<file path="src/rtl/mac_pkg.sv">
// Shared MAC definitions: header geometry, frame limits and the egress FSM
// state encoding. The ingress decoder also imports this package.
package mac_pkg;

    localparam int HDR_W     = 112;
    localparam int HDR_BYTES = 14;
    localparam int MAX_FRAME = 1514;

    // Byte offsets of the header fields in wire order (dst goes out first)
    localparam int DST_BYTE  = 0;
    localparam int SRC_BYTE  = 6;
    localparam int TYPE_BYTE = 12;

    typedef enum logic [2:0] {
        ST_IDLE,
        ST_HEADER,
        ST_PAYLOAD,
        ST_DRAIN,
        ST_END
    } mac_state_t;

endpackage

</file>
<file path="src/rtl/mac_enc.sv">
// Egress frame serializer. Pops one header entry, streams the 14 header bytes
// and then the payload bytes into every PHY TX FIFO selected by the port mask.
// A single pass serves unicast and multicast alike; mask 0 drops the frame.
module mac_enc
    import mac_pkg::*;
#(
    parameter int NPORT       = 4,
    parameter int MAX_PAYLOAD = 1500,
    parameter int PLW         = 11
) (
    input  logic              clk,
    input  logic              arst_n,
    input  logic [HDR_W-1:0]  h_fifo_dout,
    input  logic [NPORT-1:0]  h_fifo_mask,
    input  logic              h_fifo_empty,
    output logic              h_fifo_rden,
    input  logic [7:0]        b_fifo_dout,
    input  logic              b_fifo_del,
    input  logic              b_fifo_empty,
    output logic              b_fifo_rden,
    output logic [7:0]        o_fifo_din,
    output logic [NPORT-1:0]  o_fifo_wren,
    output logic              o_fifo_del,
    input  logic [NPORT-1:0]  o_fifo_afull,
    output logic              frame_done,
    output logic              frame_trunc
);

    mac_state_t        state;
    logic [HDR_W-1:0]  hdr_sr;
    logic [NPORT-1:0]  mask_reg;
    logic [3:0]        hdr_cnt;
    logic [PLW-1:0]    pay_cnt;

    logic              start;
    logic              pay_last;

    // A frame is admitted only when none of its destination ports is nearly
    // full; every admitted port then has room for a maximum-size frame, so
    // almost-full never needs to be looked at again until the next header.
    assign start       = (state == ST_IDLE) && !h_fifo_empty &&
                         ((h_fifo_mask & o_fifo_afull) == '0);
    assign h_fifo_rden = start;
    assign b_fifo_rden = ((state == ST_PAYLOAD) || (state == ST_DRAIN)) && !b_fifo_empty;
    assign pay_last    = (pay_cnt == PLW'(MAX_PAYLOAD - 1));

    // Frame FSM with header shifter, payload counter and registered TX outputs
    always_ff @(posedge clk or negedge arst_n) begin
        if (!arst_n) begin
            state       <= ST_IDLE;
            hdr_sr      <= '0;
            mask_reg    <= '0;
            hdr_cnt     <= '0;
            pay_cnt     <= '0;
            o_fifo_din  <= '0;
            o_fifo_wren <= '0;
            o_fifo_del  <= 1'b0;
            frame_done  <= 1'b0;
            frame_trunc <= 1'b0;
        end else begin
            o_fifo_wren <= '0;
            o_fifo_del  <= 1'b0;
            frame_done  <= 1'b0;
            frame_trunc <= 1'b0;
            case (state)
                ST_IDLE: begin
                    if (start) begin
                        hdr_sr   <= h_fifo_dout;
                        mask_reg <= h_fifo_mask;
                        hdr_cnt  <= '0;
                        state    <= ST_HEADER;
                    end
                end
                ST_HEADER: begin
                    o_fifo_din  <= hdr_sr[HDR_W-1 -: 8];
                    o_fifo_wren <= mask_reg;
                    hdr_sr      <= {hdr_sr[HDR_W-9:0], 8'h00};
                    hdr_cnt     <= hdr_cnt + 1'b1;
                    if (hdr_cnt == 4'(HDR_BYTES - 1)) begin
                        state <= ST_PAYLOAD;
                    end
                end
                ST_PAYLOAD: begin
                    if (!b_fifo_empty) begin
                        o_fifo_din  <= b_fifo_dout;
                        o_fifo_wren <= mask_reg;
                        pay_cnt     <= pay_cnt + 1'b1;
                        if (b_fifo_del) begin
                            o_fifo_del <= 1'b1;
                            frame_done <= 1'b1;
                            state      <= ST_END;
                        end else if (pay_last) begin
                            o_fifo_del  <= 1'b1;
                            frame_trunc <= 1'b1;
                            state       <= ST_DRAIN;
                        end
                    end
                end
                ST_DRAIN: begin
                    if (!b_fifo_empty && b_fifo_del) begin
                        frame_done <= 1'b1;
                        state      <= ST_END;
                    end
                end
                ST_END: begin
                    hdr_cnt  <= '0;
                    pay_cnt  <= '0;
                    mask_reg <= '0;
                    state    <= ST_IDLE;
                end
                default: begin
                    state <= ST_IDLE;
                end
            endcase
        end
    end

endmodule

</file>
<file path="config.mk">
export PLATFORM = sky130hd
export DESIGN_NAME = mac_enc
export DESIGN_NICKNAME = d
export VERILOG_FILES = /design/src/rtl/mac_pkg.sv /design/src/rtl/mac_enc.sv
export SDC_FILE = /design/constraint.sdc
export NUM_CORES = 1
export LEC_CHECK = 0
export ABC_CLOCK_PERIOD_IN_PS = 1700
export BUFFER_PORTS_ARGS = -buffer_cell sky130_fd_sc_hd__buf_4
export CELL_PAD_IN_SITES_DETAIL_PLACEMENT = 0
export CELL_PAD_IN_SITES_GLOBAL_PLACEMENT = 1
export CORE_MARGIN = 2
export CORE_UTILIZATION = 36
export DETAILED_ROUTE_END_ITERATION = 6
export MAX_ROUTING_LAYER = met4
export PLACE_DENSITY_LB_ADDON = 0.1
export SLEW_MARGIN = 5
export SYNTH_ARGS = -nofsm -noshare
export SYNTH_HDL_FRONTEND = slang
export SYNTH_SLANG_ARGS = --single-unit
</file>
<file path="constraint.sdc">
create_clock -name clk -period 1.7 [get_ports clk]
set_clock_uncertainty 0.1 [all_clocks]
set_input_delay 0.34 -clock clk [delete_from_list [all_inputs] [get_ports clk]]
set_output_delay 0.34 -clock clk [all_outputs]
set_load 0.01 [all_outputs]
</file>
==> results_dict.tcl <==
set metrics [dict create \
    outcome "complete, but fails checks" \
    violations "negative setup slack" \
    syn_area_um2 6718 \
    drt-total-wl_um 22110 \
    p_int_mw 12.45 \
    arrival_ps 2120 \
    relSlewSlack_pct 66.64 \
    postRouteAntennaNets 0 \
    drive_gt1_share_pct 30.01 \
    synth.largest_area_cell "dfrtp_1" \
    area_growth_pct 46.79 \
    start_kind "flop" \
    regMostFlops "hdr_sr" \
    cp_cell_sequence "buf_4 -> or4b_4 -> nor4_1 -> xnor2_1 -> nor2_1" \
    layout_min_cycle_time_ps 1935 \
    clk_path_buf_depth 2 \
    num_rows 49 \
    finalPower_mw 19.81 \
    drc 0 \
    min_path_type "in -> reg" \
    power_frac_comb_pct 49.8 \
    mostFrequentLayoutCells "a21oi_1, buf_4, nand2_1" \
    reg_top3 "hdr_sr: 112 flops, pay_cnt: 11 flops, o_fifo_din: 8 flops" \
    wire_per_inst_um 18.40 \
    holdWs_ps 44.11 \
    multiInputGateArea_um2 2915 \
    cts_tree "yes" \
    hold_start "h_fifo_mask[0]" \
    cp_top_family "simple AND/OR/NAND/NOR gates" \
    synth-edff-count 0 \
    worstReg2RegStart "state[0]" \
    firstDrtPassIters 4 \
    synthTopCellsByArea "dfrtp_1, a21oi_1, nand2_1" \
    synth_cells 777 \
    ir_drop_mv 1.033 \
    p_switching_mw 7.365 \
    slew_violations 0 \
    grt_setup_unrepaired "yes" \
    fmax_ghz 0.5169 \
    p_leak_nw 4.722 \
    setup_viol 133 \
    crit_required_ps 1890 \
    syn-num-nets 913 \
    largest_reg_flops 112 \
    async_flop_share_pct 100.0 \
    drtIter0Drc 440 \
    synth_cell_types 41 \
    antenna_cells 0 \
    cts_buffers 17 \
    grt-ovfl-total 0 \
    worst_pin_slew_ps 499.1 \
    antenna_found_initial 0 \
    worstPathMaxFanout 6 \
    core_um2 18150 \
    hpwl_um 12430 \
    vias 6374 \
    ys_warn_count 0 \
    fin_util_pct 54.34 \
    io_buffers 149 \
    fin_crit_sh_pct 113.8 \
    grt_pass1_wl_um 34240 \
    pwr-share-clk_pct 19.7 \
    grt_pass1_vias 6562 \
    cp-end-kind "flop" \
    yosysSeqAreaShare_pct 55.50 \
    htreeDepth 4 \
    io-pin-count 150 \
    start_util_pct 37.02 \
    dieArea_um2 19770 \
    synth_top_area_share_pct 55.50 \
    seq_area_um2 3730 \
    grt_max_degree 57 \
    clk_latency_ps 420 \
    powerDensity_nw_per_um2 2009 \
    critPathKind "reg -> reg" \
    die_x_um 140.6 \
    clock-sinks 149 \
    track_usage_pct 22.75 \
    finish.net_count 1096 \
    fill_cells 1677 \
    root_buffer "clkbuf_16" \
    dieHeight_um 140.6 \
    cp_slowest_cell "or4b_4" \
    ys.flop_type "dfrtp_1" \
    ys_ff_latch 149 \
    fin_ws_ps -234.7 \
    cp_slowest_stage_delay_ps 570 \
    viasPerCell 5.303 \
    clk_pin_slew_ps 60 \
    power_frac_seq_pct 30.4 \
    syn_avg_cell_area_um2 8.646 \
    netSwitchingFraction_pct 37.17 \
    place.gp.congestion 0.8573 \
    hold_viol 0 \
    cap_violations 0 \
    cp_num_buf_inv 1 \
    crit_start "state[0]" \
]
-- worst paths after layout --
path                            cells past startpoint        endpoint  slack, ps
worst max-delay path                                5      pay_cnt[7]       -230
worst min-delay path                                3     mask_reg[0]         40
worst max register to register                      5      pay_cnt[7]       -230
worst min register to register                      1  o_fifo_wren[0]        380
max in group asynchronous                           3      hdr_sr[76]        620
min in group asynchronous                           2      hdr_sr[98]        310
-- logic make-up (layout without fill, tap and decap cells) --
kind of cell | after synthesis | after routing | synth area share, %
AND/OR/NAND/NOR | 323 | 325 | 19.52
AO/OA/AOI/OAI | 225 | 225 | 18.25
flip-flops | 149 | 149 | 55.50
buffers and inverters | 61 | 255 | 3.893
multiplexers | 9 | 9 | 1.360
XOR/XNOR | 7 | 7 | 0.9127
adder cells (fa/ha/maj) | 3 | 3 | 0.5588
-- cell usage after synthesis, types with 2 or more instances --
cell type,count
a21oi_1,175
nand2_1,164
dfrtp_1,149
nor2_1,123
clkbuf_1,35
a31oi_1,28
buf_2,17
mux2i_1,8
and2_1,6
a22o_1,5
nor2b_1,5
nor3_1,5
xnor2_1,5
nand3_1,4
nand4_1,4
o21ai_1,4
a21o_1,3
buf_1,3
ha_1,3
inv_1,3
nor4_1,3
o21ai_0,3
nor3b_1,2
or3b_1,2
xor2_1,2
-- per-stage QoR --
stage	cell area, µm²	cells	worst slack (ps)	TNS (ps)
finish	9861	1202	-234.7	-15450
global route	9861	1202	-290.1	-24470
CTS	9648	1196	-223.0	-19420
detailed placement	8356	1134	-244.3	-21350
global placement	8356	1134	-191.1	-19080
floorplan	6748	777	-105.2	-541.9
-- timing repair --
item,4_1_cts,5_1_grt
hold buffers,2,0
buffers inserted,11,2
pin swaps,2,3
hold endpoints to repair,29,0
cloned,17,4
setup endpoints to repair,134,144
gates resized for setup,38,27
-- metal layers --
layer	part of all wire [%]	vias up	global-route usage, %
li1	-	3011	-
met1	46	3180	30.02
met2	49	171	36.89
met3	4.2	12	4.314
met4	0.72	0	5.000
met5	0	-	-
-- worst register-to-register path, stage by stage (launching register included) --
cell and delay (ps):
dfrtp_1 380, buf_4 150, or4b_4 580, nor4_1 370, xnor2_1 180, nor2_1 60
-- power groups by stage --
stage               Sequential (mW)  Clock, mW  Combinational, mW
floorplan                      5.82          0               4.66
global placement               6.01          0               6.63
detailed placement             6.04          0               6.81
CTS                            5.98       3.98               9.29
global route                   6.20       4.13               10.8
finish                         6.03       3.91               9.87
-- area by class of cell --
cell class / count / area share, %
sequential: 149 / 37.83
multi-input combinational: 569 / 29.56
timing repair buffer: 219 / 23.28
clock buffer: 21 / 4.669
tap: 229 / 2.906
clock inverter: 11 / 1.523
inverter: 4 / 0.2284
Note: power is estimated with default switching activity, not from simulation.
